### config.mk
export PLATFORM = sky130hd
export DESIGN_NAME = fsm_state_tracker_flat
export DESIGN_NICKNAME = d
export VERILOG_FILES = /design/src/rtl/fsm_state_tracker_if.sv /design/src/rtl/fsm_state_tracker.sv /design/src/flat_wrapper.sv
export SDC_FILE = /design/constraint.sdc
export NUM_CORES = 1
export LEC_CHECK = 0
export CAP_MARGIN = 20
export CORE_MARGIN = 4
export CORE_UTILIZATION = 40
export DETAILED_ROUTE_END_ITERATION = 8
export GPL_TIMING_DRIVEN = 1
export PLACE_DENSITY_LB_ADDON = 0.3
export SLEW_MARGIN = 10
export SYNTH_ARGS = -nofsm -noshare
export SYNTH_HDL_FRONTEND = slang
export SYNTH_SLANG_ARGS = --single-unit
### constraint.sdc
create_clock -name clk -period 1.9 [get_ports clk]
set_input_delay 0.38 -clock clk [delete_from_list [all_inputs] [get_ports clk]]
set_output_delay 0.38 -clock clk [all_outputs]
set_load 0.01 [all_outputs]
### src/rtl/fsm_state_tracker_if.sv
// Sample/status bundle between the monitored link and the state tracker.
// The master drives samples and clear; the slave (tracker) returns lock status.
interface fsm_state_tracker_if #(
    parameter int ERR_W = 8
);
    logic             in_valid;
    logic             in_bit;
    logic             err_clr;
    logic             locked;
    logic [1:0]       state_est;
    logic             sync_pulse;
    logic             err_pulse;
    logic [ERR_W-1:0] err_count;

    modport master (
        output in_valid,
        output in_bit,
        output err_clr,
        input  locked,
        input  state_est,
        input  sync_pulse,
        input  err_pulse,
        input  err_count
    );

    modport slave (
        input  in_valid,
        input  in_bit,
        input  err_clr,
        output locked,
        output state_est,
        output sync_pulse,
        output err_pulse,
        output err_count
    );
endinterface

### src/rtl/fsm_state_tracker.sv
// Locks onto the serial 0,1,0 LSB pattern of a 3-state cyclic FSM, rebuilds its
// 2-bit state, and flags/counts sequence errors once locked.
module fsm_state_tracker #(
    parameter int LOCK_PERIODS = 2,
    parameter int LOSS_THRESH  = 3,
    parameter int ERR_W        = 8
) (
    input  logic               clk,
    input  logic               reset,
    fsm_state_tracker_if.slave bus
);
    localparam int GOOD_W = $clog2(LOCK_PERIODS + 1);
    localparam int MISS_W = $clog2(LOSS_THRESH + 1);
    localparam logic [GOOD_W-1:0] LOCK_TGT = GOOD_W'(LOCK_PERIODS);
    localparam logic [MISS_W-1:0] LOSS_TGT = MISS_W'(LOSS_THRESH);

    typedef enum logic [1:0] {
        ST_HUNT   = 2'd0,
        ST_VERIFY = 2'd1,
        ST_LOCKED = 2'd2
    } state_t;

    state_t            r_state;
    logic [1:0]        r_phase;
    logic [GOOD_W-1:0] r_good_cnt;
    logic [MISS_W-1:0] r_miss_cnt;
    logic [ERR_W-1:0]  r_err_count;
    logic              r_sync_pulse;
    logic              r_err_pulse;

    state_t            w_state_n;
    logic [1:0]        w_phase_n;
    logic [GOOD_W-1:0] w_good_n;
    logic [MISS_W-1:0] w_miss_n;
    logic [ERR_W-1:0]  w_err_count_n;
    logic [ERR_W-1:0]  w_err_base;
    logic              w_sync_n;
    logic              w_err_n;
    logic              w_count_err;
    logic [1:0]        w_nxt;
    logic              w_exp_bit;
    logic              w_match;
    logic [GOOD_W-1:0] w_good_inc;
    logic [MISS_W-1:0] w_miss_inc;

    always_ff @(posedge clk) begin
        if (reset) begin
            r_state      <= ST_HUNT;
            r_phase      <= '0;
            r_good_cnt   <= '0;
            r_miss_cnt   <= '0;
            r_err_count  <= '0;
            r_sync_pulse <= 1'b0;
            r_err_pulse  <= 1'b0;
        end else begin
            r_state      <= w_state_n;
            r_phase      <= w_phase_n;
            r_good_cnt   <= w_good_n;
            r_miss_cnt   <= w_miss_n;
            r_err_count  <= w_err_count_n;
            r_sync_pulse <= w_sync_n;
            r_err_pulse  <= w_err_n;
        end
    end

    always_comb begin
        w_nxt      = (r_phase == 2'd2) ? 2'd0 : r_phase + 2'd1;
        w_exp_bit  = (w_nxt == 2'd1);
        w_match    = (bus.in_bit == w_exp_bit);
        w_good_inc = r_good_cnt + GOOD_W'(1);
        w_miss_inc = r_miss_cnt + MISS_W'(1);

        w_state_n   = r_state;
        w_phase_n   = r_phase;
        w_good_n    = r_good_cnt;
        w_miss_n    = r_miss_cnt;
        w_sync_n    = 1'b0;
        w_err_n     = 1'b0;
        w_count_err = 1'b0;

        if (bus.in_valid) begin
            unique case (r_state)
                ST_HUNT: begin
                    if (bus.in_bit) begin
                        w_phase_n = 2'd1;
                        w_good_n  = '0;
                        w_state_n = ST_VERIFY;
                    end else begin
                        w_phase_n = 2'd0;
                    end
                end
                ST_VERIFY: begin
                    if (w_match) begin
                        w_phase_n = w_nxt;
                        if (w_nxt == 2'd1) begin
                            w_good_n = w_good_inc;
                            if (w_good_inc == LOCK_TGT) begin
                                w_state_n = ST_LOCKED;
                                w_miss_n  = '0;
                            end
                        end
                    end else if (bus.in_bit) begin
                        // A '1' only ever marks S1, so an unexpected one realigns in place
                        w_phase_n = 2'd1;
                        w_good_n  = '0;
                    end else begin
                        w_state_n = ST_HUNT;
                        w_phase_n = 2'd0;
                        w_good_n  = '0;
                    end
                end
                ST_LOCKED: begin
                    w_phase_n = w_nxt;
                    if (w_match) begin
                        w_miss_n = '0;
                        w_sync_n = (w_nxt == 2'd1);
                    end else begin
                        w_err_n     = 1'b1;
                        w_count_err = 1'b1;
                        if (w_miss_inc == LOSS_TGT) begin
                            w_state_n = ST_HUNT;
                            w_phase_n = 2'd0;
                            w_miss_n  = '0;
                        end else begin
                            w_miss_n = w_miss_inc;
                        end
                    end
                end
                default: begin
                    w_state_n = ST_HUNT;
                    w_phase_n = 2'd0;
                    w_good_n  = '0;
                    w_miss_n  = '0;
                end
            endcase
        end

        // Clear takes effect first so a coincident counted mismatch lands as 1
        w_err_base    = bus.err_clr ? '0 : r_err_count;
        w_err_count_n = w_err_base;
        if (w_count_err && (w_err_base != '1)) begin
            w_err_count_n = w_err_base + ERR_W'(1);
        end
    end

    assign bus.locked     = (r_state == ST_LOCKED);
    assign bus.state_est  = (r_state == ST_HUNT) ? 2'd0 : r_phase;
    assign bus.sync_pulse = r_sync_pulse;
    assign bus.err_pulse  = r_err_pulse;
    assign bus.err_count  = r_err_count;

    assert property (@(posedge clk) disable iff (reset) !(r_sync_pulse && r_err_pulse));
    assert property (@(posedge clk) disable iff (reset) r_phase != 2'd3);
endmodule
### src/flat_wrapper.sv
// flat-port wrapper written by rule: the top's interface ports become plain ports
module fsm_state_tracker_flat 
#(
    parameter int LOCK_PERIODS = 2,
    parameter int LOSS_THRESH  = 3,
    parameter int ERR_W        = 8
)
  (clk, reset, bus_in_valid, bus_in_bit, bus_err_clr, bus_locked, bus_state_est, bus_sync_pulse, bus_err_pulse, bus_err_count);
  fsm_state_tracker_if #(.ERR_W(ERR_W)) bus_i ();
  input  logic clk;
  input  logic reset;
  input wire logic [$bits(bus_i.in_valid)-1:0] bus_in_valid;
  input wire logic [$bits(bus_i.in_bit)-1:0] bus_in_bit;
  input wire logic [$bits(bus_i.err_clr)-1:0] bus_err_clr;
  output wire logic [$bits(bus_i.locked)-1:0] bus_locked;
  output wire logic [$bits(bus_i.state_est)-1:0] bus_state_est;
  output wire logic [$bits(bus_i.sync_pulse)-1:0] bus_sync_pulse;
  output wire logic [$bits(bus_i.err_pulse)-1:0] bus_err_pulse;
  output wire logic [$bits(bus_i.err_count)-1:0] bus_err_count;
  assign bus_i.in_valid = bus_in_valid;
  assign bus_i.in_bit = bus_in_bit;
  assign bus_i.err_clr = bus_err_clr;
  assign bus_locked = bus_i.locked;
  assign bus_state_est = bus_i.state_est;
  assign bus_sync_pulse = bus_i.sync_pulse;
  assign bus_err_pulse = bus_i.err_pulse;
  assign bus_err_count = bus_i.err_count;
  fsm_state_tracker #(.LOCK_PERIODS(LOCK_PERIODS), .LOSS_THRESH(LOSS_THRESH), .ERR_W(ERR_W)) u_core (.clk(clk), .reset(reset), .bus(bus_i));
endmodule
* Word-level counts from Yosys, hierarchy flattened *
Cells that the tools add are included.

word-level totals
  memory bits (writable) = 0
  register bits after elaboration = 18
  bits in latches = 0
  ROM bits = 0
  output and inout bits = 13
  memories = 0

cells by class
  $mul = 0
  magnitude comparators = 0
  divide/modulo/power cells = 0
  shifts and indexed selects = 0
  eq/ne operators = 17
  mux-type cells = 30
  add/sub/neg operators = 4
  bitwise operators = 4
  reduce and logical (&&, ||, !) cells = 6

operators by type and width
  operator             count
  $mux 2               20
  $pmux 2 s3           4
  $mux 8               2
  $add 8x1->8 const B  1
  $eq 2x2->1 const B   4
  $ne 2x1->1 const B   4
  $ne 8x8->1 const B   1
  $reduce_and 7->1     1
  $add 2x1->2 const B  3
  $ne 3x2->1 const B   2
  $reduce_and 5->1     1
  $eq 2x1->1 const B   2
  $mux 1               4
  $ne 2x2->1 const B   2
  $not 1->1            4
  $reduce_and 4->1     1
  $reduce_or 4->1      1
  $ne 3x3->1 const B   1
  $logic_not 2->1      1
  $eq 1x1->1           1
  $logic_and 1x1->1    1

* Depth between registers and ports, before layout *
Gate-level depths: netlist of run 1.

  depth after elaboration = 9
  mapped depth = 6

* Worst setup path after synthesis of run 1 *
No wires, ideal clock.

  kind = input to register
  from = input port bus_in_bit
  to = register u_core.r_err_count[2] (netlist: u_core.bus.err_count[2])
  setup time = 0.123 ns
  path slack = 0.150 ns
  data arrival time = 1.627 ns
  stages on the path = 5
  buffers on the path = 1
  cells stage by stage = buf_2 -> or3_4 -> a211oi_2 -> o311a_1 -> mux2_1

between the ends
  word-level cells in the longest chain between the ends = 6

ends and longest elaborated chain
  what                    line                      text
  start: declaration      flat_wrapper.sv:13        input wire logic [$bits(bus_i.in_bit)-1:0] bus_in_bit;
  $eq 1x1->1              fsm_state_tracker.sv:69   w_match = (bus.in_bit == w_exp_bit);
  $mux 1                  fsm_state_tracker.sv:114  if (w_match) begin
  $mux 1                  fsm_state_tracker.sv:82   unique case (r_state)
  $mux 1                  fsm_state_tracker.sv:81   if (bus.in_valid) begin
  $logic_and 1x1->1       fsm_state_tracker.sv:141  if (w_count_err && (w_err_base != '1)) begin
  $mux 8                  fsm_state_tracker.sv:141
  end signal: assignment  fsm_state_tracker.sv:60   r_err_count <= w_err_count_n;
  end: declaration        fsm_state_tracker.sv:27   logic [ERR_W-1:0] r_err_count;

Every way passes these cells.
A chain may end at the register's enable or synchronous reset.

* Final worst setup path of run 1 *
  from = register u_core.r_phase[1]
  to = output port bus_state_est[1]

between the ends
  word-level cells in the longest chain between the ends = 1

ends and longest elaborated chain
  what                      line                      text
  start: declaration        fsm_state_tracker.sv:24   logic [1:0] r_phase;
  start signal: assignment  fsm_state_tracker.sv:57   r_phase <= w_phase_n;
  $mux 2                    fsm_state_tracker.sv:147  assign bus.state_est = (r_state == ST_HUNT) ? 2'd0 : r_phase;
  end: declaration          flat_wrapper.sv:16        output wire logic [$bits(bus_i.state_est)-1:0] bus_state_est;

Every way passes these cells.

==> results of run 1 <==
-- Yosys cell counts, types with 2 or more instances --
| cell type | n |
|---|---|
| a21oi_1 | 12 |
| a31oi_1 | 2 |
| and3_1 | 2 |
| and4b_1 | 3 |
| buf_2 | 4 |
| dfxtp_1 | 18 |
| ha_1 | 2 |
| inv_1 | 7 |
| nand2_1 | 12 |
| nand3_1 | 2 |
| nand4_1 | 2 |
| nor2_1 | 9 |
| nor2b_1 | 5 |
| nor3_1 | 4 |
| nor3b_1 | 2 |
| o211ai_1 | 3 |
| o21ai_0 | 4 |
| o31ai_1 | 2 |
| or3b_1 | 2 |
| or4_1 | 2 |
-- layout make-up --
class | instances | share of cell area [%]
clock buffer | 4 | 2.58
multi-input combinational | 94 | 44.0
tap | 30 | 2.67
timing repair buffer | 36 | 22.5
inverter | 7 | 1.87
sequential | 18 | 26.4
-- stage by stage --
stage,util [%],cells,TNS (ns),hold slack [ns]
2_1_floorplan,-,125,0,0.432
3_3_place_gp,54.7,185,-0.815,0.440
3_5_place_dp,54.7,185,-1.12,0.443
4_1_cts,56.3,189,0,0.459
5_1_grt,56.7,189,0,0.471
6_report,56.7,189,0,0.455
-- kinds of logic after synthesis --
group           Yosys count  synth area share [%]
compound gates           37                  24.4
buf+inv                  13                  5.90
flops                    18                  34.7
mux                       2                  2.17
simple gates             53                  30.4
fa+ha+maj                 2                  2.41
-- tightest hold or removal path: stages, from the launching register on --
cell and delay, ns:
dfxtp_1 0.32, nand2_1 0.05, a21oi_1 0.05
-- layout by cell type, fill, tap and decap left out, types with 2 or more instances in the layout --
cell type	n
a21oi_1	12
dfxtp_1	14
ha_1	2
dfxtp_4	2
nand3_1	2
nor3_1	4
or3b_1	2
buf_4	19
nand4_1	2
inv_1	7
clkdlybuf4s50_1	16
nand2_1	12
nor2b_1	5
a31oi_1	2
and4b_1	3
and3_1	2
o211ai_1	3
o21ai_0	4
dfxtp_2	2
clkbuf_4	3
nor2_1	9
or4_1	2
nor3b_1	2
o31ai_1	2
-- sequential cells by signal (all words and copies together), names as in the netlist --
register and cells:
u_core.bus.sync_pulse 1, u_core.r_good_cnt 2, u_core.r_miss_cnt 2, u_core.bus.err_pulse 1, u_core.bus.err_count 8, u_core.r_phase 2
u_core.r_state 2
-- final timing paths --
check                            end  slack (ns)  depth (start not counted)
max reg2reg  u_core.bus.err_count[2]        0.19                          4
max                 bus_state_est[1]         0.1                          3
min             u_core.r_good_cnt[1]        0.45                          2
min reg2reg     u_core.r_good_cnt[1]        0.45                          2
-- layer usage --
layer | GRT usage [%] | up-vias | share of wire, %
li1 | - | 531 | -
met1 | 19.7 | 497 | 46
met2 | 27.0 | 14 | 51
met3 | 2.18 | 2 | 2.7
met4 | 6.80 | 0 | 0.59
met5 | 0 | - | 0
-- power by group --
group | internal, mW | switching [mW] | total (mW)
logic | 0.0330 | 0.0356 | 0.0685
clock network | 0.117 | 0.121 | 0.238
registers | 0.379 | 0.00668 | 0.385
-- timing repair --
action,4_1_cts,5_1_grt
setup endpoints to repair,3,3
gates resized for setup,2,5
pin swaps,0,0
==> impl_metrics.ini, run 1 <==
[cts]
cts_buffers = 3
clkLatencyLatePin_ns = 0.29
cts_tree = yes
htreeDepth = 1
holdBufCountCts = 0
cts_root_buf = clkbuf_4
clk_pin_slew_ns = 0.11
postCtsSetupRepairBufs = 0
clock-sinks = 18
clockBufferDepth = 2

[logic_synthesis]
synth_edf_count = 0
synth_cells = 125
synth_ff_type = dfxtp_1
synth_area_leaders = dfxtp_1 35%, a21oi_1 5.8%, nand2_1 4.3%
syn_nets = 132
synth_seq_cells = 18
synth_area_sq_um = 1040
yosysUniqueCellTypes = 46
ys_seq_area_share_pct = 34.7
syn_area_per_cell_sq_um = 8.32
synth_warnings = 0
async_flop_share_pct = 0
netlist.area_leader.share_pct = 34.7
yosysTopAreaCell = dfxtp_1

[cells_and_area]
nets = 167
final_cell_area_sq_um = 1400
seqCellArea_sq_um = 370
drive_gt1_share_pct = 22.0
multiInputGateArea_sq_um = 618
syn2layout_area_growth_pct = 35.0
diodes = 0
fill_cells = 231

[grt]
track_usage_pct = 15.8
grt-ovfl-total = 0
grt_pass1_wl_microns = 4260
grt_max_degree = 14
grt_pass1_vias = 989
antenna_found_initial = 0

[pwr]
ir_drop_v = 0.000257
totalPowerFinal_uw = 692
p_leak_nw = 0.524
p_per_area_nw_per_um2 = 493

[placed_design]
dpl_cell_area_sq_um = 1360
dp_hpwl_microns = 1920
place_congestion = 0.825
io_buffers = 17
dp_slack_ns = -0.186

[min_path]
hold_path.startpoint = u_core.r_good_cnt[1]
hp-class = reg -> reg

[floorplan]
start_util_pct = 42.0
dieHeight_microns = 59.0
coreArea_sq_um = 2480
die_area_sq_um = 3480
dieWidth_microns = 59.0
fp-row-count = 18
ios = 18

[sta]
fmax_ghz = 0.555
rsz0062_at_grt = no
finClkSkew_ns = 0.00400
slew_headroom_pct = 77.3
period_share_pct = 94.9
slew_violations = 0
hold_viol = 0
setup_slack_ns = 0.0975
period_needed_ns = 1.80
finalSetupViolations = 0
tightest_slew_ns = 0.337

[critical_path]
critPathMaxFanout = 7
start_kind = flip-flop
critPathTopFamily = buffers and inverters
crit_chain = inv_1 -> nor2_1 -> clkdlybuf4s50_1
crit_type = reg -> out
end_kind = output port
rr_startpoint = u_core.r_phase[1]
cp_slowest_stage_delay_ns = 0.54
critPathLaunch = u_core.r_phase[1]
cp.buffers_inverters = 2
cp_slowest_cell = clkdlybuf4s50_1
crit_required_ns = 1.52
worstPathArrival_ns = 1.42

[detailed_routing]
drtIter0Drc = 44
drc_errors = 0
drt_pre_antenna_iters = 4
vias_per_cell = 5.52
post_drt_wl_per_cell_microns = 13.5
wl_microns = 2550
antenna_left = 0
dr_total_vias = 1044

[outcome]
status = finished clean

[job]
max-cap-violations = 0
Power figures use the tool's default switching activity.
==> inputs of run 2 (changes only) <==
--- a/config.mk
+++ b/config.mk
@@ -11,5 +11,5 @@
 export DETAILED_ROUTE_END_ITERATION = 8
 export GPL_TIMING_DRIVEN = 1
-export PLACE_DENSITY_LB_ADDON = 0.3
+export PLACE_DENSITY = 0.62
 export SLEW_MARGIN = 10
 export SYNTH_ARGS = -nofsm -noshare
==> constraint.sdc (replaced) <==
create_clock -name clk -period 1.9 [get_ports clk]
set_input_delay 0.38 -clock clk [delete_from_list [all_inputs] [get_ports clk]]
set_output_delay 0.38 -clock clk [all_outputs]
set_load 0.02 [all_outputs]
==> run 2 against run 1 <==
Against the previous run: design area is 2.2% lower; sequential cell count unchanged; first-iteration DRC count is 4.5% higher; largest power group unchanged; highest routed layer unchanged.
==> impl_metrics.ini, run 2 (same netlist as run 1, synthesis figures left out) <==
[outcome]
status = finished clean

[critical_path]
cp_slowest_cell = or4_1
rrSetupSlack_ns = 0.22
start_kind = input pin
cp_slowest_stage_delay_ns = 0.52
rr_startpoint = u_core.r_phase[1]
crit_type = in -> reg
crit_required_ns = 2.12
worstPathArrival_ns = 2.02
r2r-end = u_core.bus.err_count[2]
crit_chain = clkdlybuf4s50_1 -> buf_4 -> nor3_4 -> o21ai_2 -> or4_1 -> a21oi_1
critPathMaxFanout = 7
r2r_cells = 4
end_kind = flip-flop

[pwr]
p_per_area_nw_per_um2 = 466
sequentialPowerShare_pct = 60.8
p_sw_uw = 154
intPower_uw = 486
pwr-share-clk_pct = 29.0
swShare_pct = 24.0
ir_drop_v = 0.000342
combPwrFrac_pct = 10.2
p_leak_nw = 0.506

[cts]
cts_tree = yes
postCtsSetupRepairBufs = 0
clkLatencyLatePin_ns = 0.29
cts_buffers = 3
clockBufferDepth = 2
clock-sinks = 18
htreeDepth = 1
cts_root_buf = clkbuf_4
clk_pin_slew_ns = 0.10

[placed_design]
dpl_cell_area_sq_um = 1350
dp_hpwl_microns = 1970
io_buffers = 17
dp_slack_ns = -0.208
place_congestion = 0.810

[floorplan]
ios = 18
coreArea_sq_um = 2480
die_area_sq_um = 3480
dieHeight_microns = 59.0
fp-row-count = 18
start_util_pct = 42.0
dieWidth_microns = 59.0

[detailed_routing]
antenna_left = 0
drtIter0Drc = 46
drc_errors = 0
drt_pre_antenna_iters = 4
post_drt_wl_per_cell_microns = 13.4
dr_total_vias = 1026
wl_microns = 2510
vias_per_cell = 5.49

[sta]
slew_violations = 0
tightest_slew_ns = 0.323
rsz0062_at_grt = no
setup_slack_ns = 0.104
fin_tns_setup_ns = 0
period_share_pct = 94.5
slew_headroom_pct = 78.3
fmax_ghz = 0.557
hold_viol = 0
finalSetupViolations = 0
period_needed_ns = 1.80
finClkSkew_ns = 0.00386
whs_ns = 0.459

[min_path]
hold_path.startpoint = u_core.r_good_cnt[1]
min_path_cells = 2
hold_end = u_core.r_good_cnt[1]
hp-class = reg -> reg

[grt]
grt_pass1_vias = 958
track_usage_pct = 15.8
antenna_found_initial = 0
grt_pass1_wl_microns = 4280
grt_max_degree = 14
grt-ovfl-total = 0

[cells_and_area]
final_cell_area_sq_um = 1370
most-common-layout-cells = 18 x buf_4, 15 x dfxtp_1, 14 x clkdlybuf4s50_1
final_util_pct = 55.4
largest_reg_flops = 8
syn2layout_area_growth_pct = 32.0
diodes = 0
drive_gt1_share_pct = 21.0
final_common_cell = buf_4
fill_cells = 246
nets = 166

[job]
max-cap-violations = 0
run 2: changes by cell type in the layout (fill, tap and decap cells not counted):
cell	before	now
nor2_2	0	1
buf_4	19	18
dlygate4sd2_1	0	3
clkbuf_8	1	0
clkdlybuf4s50_1	16	14
dfxtp_2	2	3
dfxtp_4	2	0
nor2_1	9	8
dfxtp_1	14	15
dlymetal6s2s_1	1	0
run 2: power by group through the flow:
stage / combinational, mW / sequential (mW) / clock [mW]
2_1_floorplan: 0.0465 / 0.390 / 0
3_3_place_gp: 0.0647 / 0.396 / 0
3_5_place_dp: 0.0656 / 0.397 / 0
4_1_cts: 0.0656 / 0.388 / 0.202
5_1_grt: 0.0718 / 0.389 / 0.212
6_report: 0.0650 / 0.389 / 0.186
run 2: routing by layer:
layer / up-vias / part of all wire, % / routed length, microns / track usage [%]
met4: 0 / 0.56 / 14 / 3.24
li1: 527 / - / - / -
met1: 478 / 47 / 1190 / 20.7
met5: - / 0 / 0 / 0
met2: 19 / 49 / 1220 / 26.3
met3: 2 / 3.5 / 88 / 3.92
run 2: worst max-delay path: cells and delay by family:
kind                   cells  cell delay (ns)
AOI/OAI and AO/OA          2             0.31
buffers and inverters      2             0.61
and+or+nand+nor            2             0.72
run 2: layout make-up:
cell class / instances / area, sq um / area share, %
inverter: 7 / 26.3 / 1.91
sequential: 18 / 364 / 26.5
multi-input combinational: 94 / 621 / 45.2
timing repair buffer: 35 / 302 / 22.0
tap: 30 / 37.5 / 2.73
clock buffer: 3 / 22.5 / 1.64
run 2: how the worst max path moves through the flow:
stage | start | end | slack, ns
6_report | bus_in_bit | u_core.bus.err_count[4] | 0.10
5_1_grt | bus_in_bit | u_core.bus.err_count[2] | 0.02
4_1_cts | bus_in_bit | u_core.bus.err_count[2] | 0.11
3_5_place_dp | bus_in_bit | u_core.bus.err_count[2] | -0.21
3_3_place_gp | bus_in_bit | u_core.bus.err_count[7] | -0.15
2_1_floorplan | bus_in_bit | u_core.bus.err_count[2] | 0.15
run 2: metrics by stage:
step | power (mW) | instances
floorplan | 0.437 | 125
global placement | 0.461 | 184
detailed placement | 0.462 | 184
CTS | 0.656 | 187
global route | 0.673 | 187
finish | 0.639 | 187
run 2: timing repair:
item / CTS / global route
resized for setup: 6 / 1
endpoints found under the setup margin: 3 / 1
hold buffers: 0 / 0
==> inputs of run 3 (changes only) <==
- ABC_AREA: unset -> 1
- PLACE_DENSITY: 0.62 -> 0.61
==> run 3 against run 2 <==
Against the previous run: utilization fell by 0.57 points; final cell count rose by 34%; power up 21%; non-clock buffer count is 5 lower; sequential cell count did not move; design area is 11% higher.
==> impl_metrics.ini, run 3 <==
[critical_path]
cp_slowest_stage_delay_ns = 0.42
crit_type = reg -> out
crit_chain = inv_2 -> nor2_8 -> dlygate4sd2_1
start_kind = flip-flop
cp_slowest_cell = dfxtp_1
critPathMaxFanout = 10
end_kind = output port
crit_required_ns = 1.52
worstPathArrival_ns = 1.37
critPathTopFamily = buffers and inverters
cp.buffers_inverters = 2

[cts]
clkLatencyLatePin_ns = 0.30
htreeDepth = 1
cts_tree = yes
cts_root_buf = clkbuf_4
cts_buffers = 3
clk_pin_slew_ns = 0.10
holdBufCountCts = 0
clock-sinks = 18
clockBufferDepth = 2
postCtsSetupRepairBufs = 0

[logic_synthesis]
async_flop_share_pct = 0
synth_area_sq_um = 1170
netlist.area_leader.share_pct = 30.7
synthTopCellsByCount = 58 x nand2_1, 24 x nor2_1, 22 x inv_1
syn_nets = 194
synth_ff_type = dfxtp_1
ys_seq_area_share_pct = 30.7
synth_edf_count = 0
synth_most_common_cell = nand2_1
syn_area_per_cell_sq_um = 6.28
yosysUniqueCellTypes = 23
yosysTopAreaCell = dfxtp_1
synth_seq_cells = 18
synth_warnings = 0
synth_area_leaders = dfxtp_1 31%, nand2_1 19%, nor2_1 7.7%
synth_cells = 187

[placed_design]
dp_hpwl_microns = 2310
io_buffers = 17
dp_slack_ns = -0.184
place_congestion = 0.899

[pwr]
p_leak_nw = 0.644
p_per_area_nw_per_um2 = 506
ir_drop_v = 0.000366

[sta]
slew_violations = 0
setup_slack_ns = 0.148
hold_viol = 0
finClkSkew_ns = 0.00127
slew_headroom_pct = 82.2
fmax_ghz = 0.571
rsz0062_at_grt = no
finalSetupViolations = 0
tightest_slew_ns = 0.265
period_share_pct = 92.2
whs_ns = 0.478
period_needed_ns = 1.75

[min_path]
hp-class = reg -> reg

[cells_and_area]
diodes = 0
syn2layout_area_growth_pct = 30.0
seqCellArea_sq_um = 362
nets = 228
multiInputGateArea_sq_um = 734
most-common-layout-cells = 58 x nand2_1, 23 x nor2_1, 22 x inv_1
final_common_cell = nand2_1
fill_cells = 288
largest_reg_flops = 8
drive_gt1_share_pct = 15.9

[detailed_routing]
dr_total_vias = 1267
drt_pre_antenna_iters = 4
vias_per_cell = 5.05
drc_errors = 0
antenna_left = 0
wl_microns = 2880
post_drt_wl_per_cell_microns = 11.5
drtIter0Drc = 67

[grt]
antenna_found_initial = 0
track_usage_pct = 15.5
grt_max_degree = 11
grt-ovfl-total = 0
grt_pass1_wl_microns = 5060
grt_pass1_vias = 1245

[floorplan]
start_util_pct = 42.2
die_area_sq_um = 3860
ios = 18
coreArea_sq_um = 2780
fp-row-count = 19
dieHeight_microns = 62.2
dieWidth_microns = 62.2

[job]
max-cap-violations = 0

[outcome]
status = finished clean
## run 3: layout make-up
| cell class | instances | area share, % |
|---|---|---|
| multi-input cells | 144 | 48.2 |
| flip-flops and latches | 18 | 23.7 |
| repair buffers | 30 | 17.3 |
| inverters | 24 | 5.91 |
| well taps | 31 | 2.54 |
| clock buffers | 4 | 2.38 |
## run 3: cell families after synthesis
logic type,count (synthesis),synth area share [%]
AND/OR/NAND/NOR,117,47.4
adder cells (fa/ha/maj),2,2.13
buffers and inverters,25,8.00
flip-flops,18,30.7
XOR/XNOR,1,0.746
AO/OA/AOI/OAI,24,11.0
## run 3: timing repair
| item | 4_1_cts | 5_1_grt |
|---|---|---|
| endpoints found under the hold margin | 0 | 0 |
| endpoints found under the setup margin | 3 | 4 |
| resized for setup | 4 | 3 |
## run 3: stage by stage
| stage | util (%) | setup TNS [ns] | total power, mW | area (sq um) | cells |
|---|---|---|---|---|---|
| 6_report | 54.8 | 0 | 0.771 | 1530 | 251 |
| 5_1_grt | 54.8 | 0 | 0.810 | 1530 | 251 |
| 4_1_cts | 54.3 | 0 | 0.774 | 1510 | 251 |
| 3_5_place_dp | 53.1 | -1.21 | 0.540 | 1480 | 247 |
| 3_3_place_gp | 53.1 | -0.686 | 0.537 | 1480 | 247 |
| 2_1_floorplan | - | 0 | 0.493 | 1170 | 187 |
## run 3: path summary, 6_finish.rpt
check / end / slack, ns / depth (start not counted) / startpoint
worst max register to register: u_core.bus.err_count[6] / 0.33 / 10 / u_core.bus.err_count[0]
worst max-delay path: bus_locked / 0.15 / 3 / u_core.r_state[1]
worst min-delay path: u_core.r_good_cnt[1] / 0.48 / 2 / u_core.r_good_cnt[1]
worst min register to register: u_core.r_good_cnt[1] / 0.48 / 2 / u_core.r_good_cnt[1]
## run 3: power breakdown
| group | switching (mW) | internal, mW |
|---|---|---|
| registers | 0.0120 | 0.387 |
| logic | 0.0838 | 0.0494 |
| clock network | 0.122 | 0.117 |
| total | 0.218 | 0.553 |
## run 3: metal layers
metal / vias up / global-route usage, % / wire [microns]
met1: 580 / 17.0 / 1230
met3: 4 / 1.98 / 70
met5: - / 0 / 0
li1: 663 / - / -
met4: 0 / 5.69 / 34
met2: 20 / 29.5 / 1550
## run 3: worst reg2reg max path: stages, from the launching register on
cell	delay, ns
dfxtp_1	0.36
inv_1	0.07
nor2_1	0.15
ha_1	0.20
nand2_1	0.09
nor2_4	0.16
buf_4	0.14
nand3_1	0.06
nand2_1	0.07
nand3_1	0.06
a21oi_1	0.15
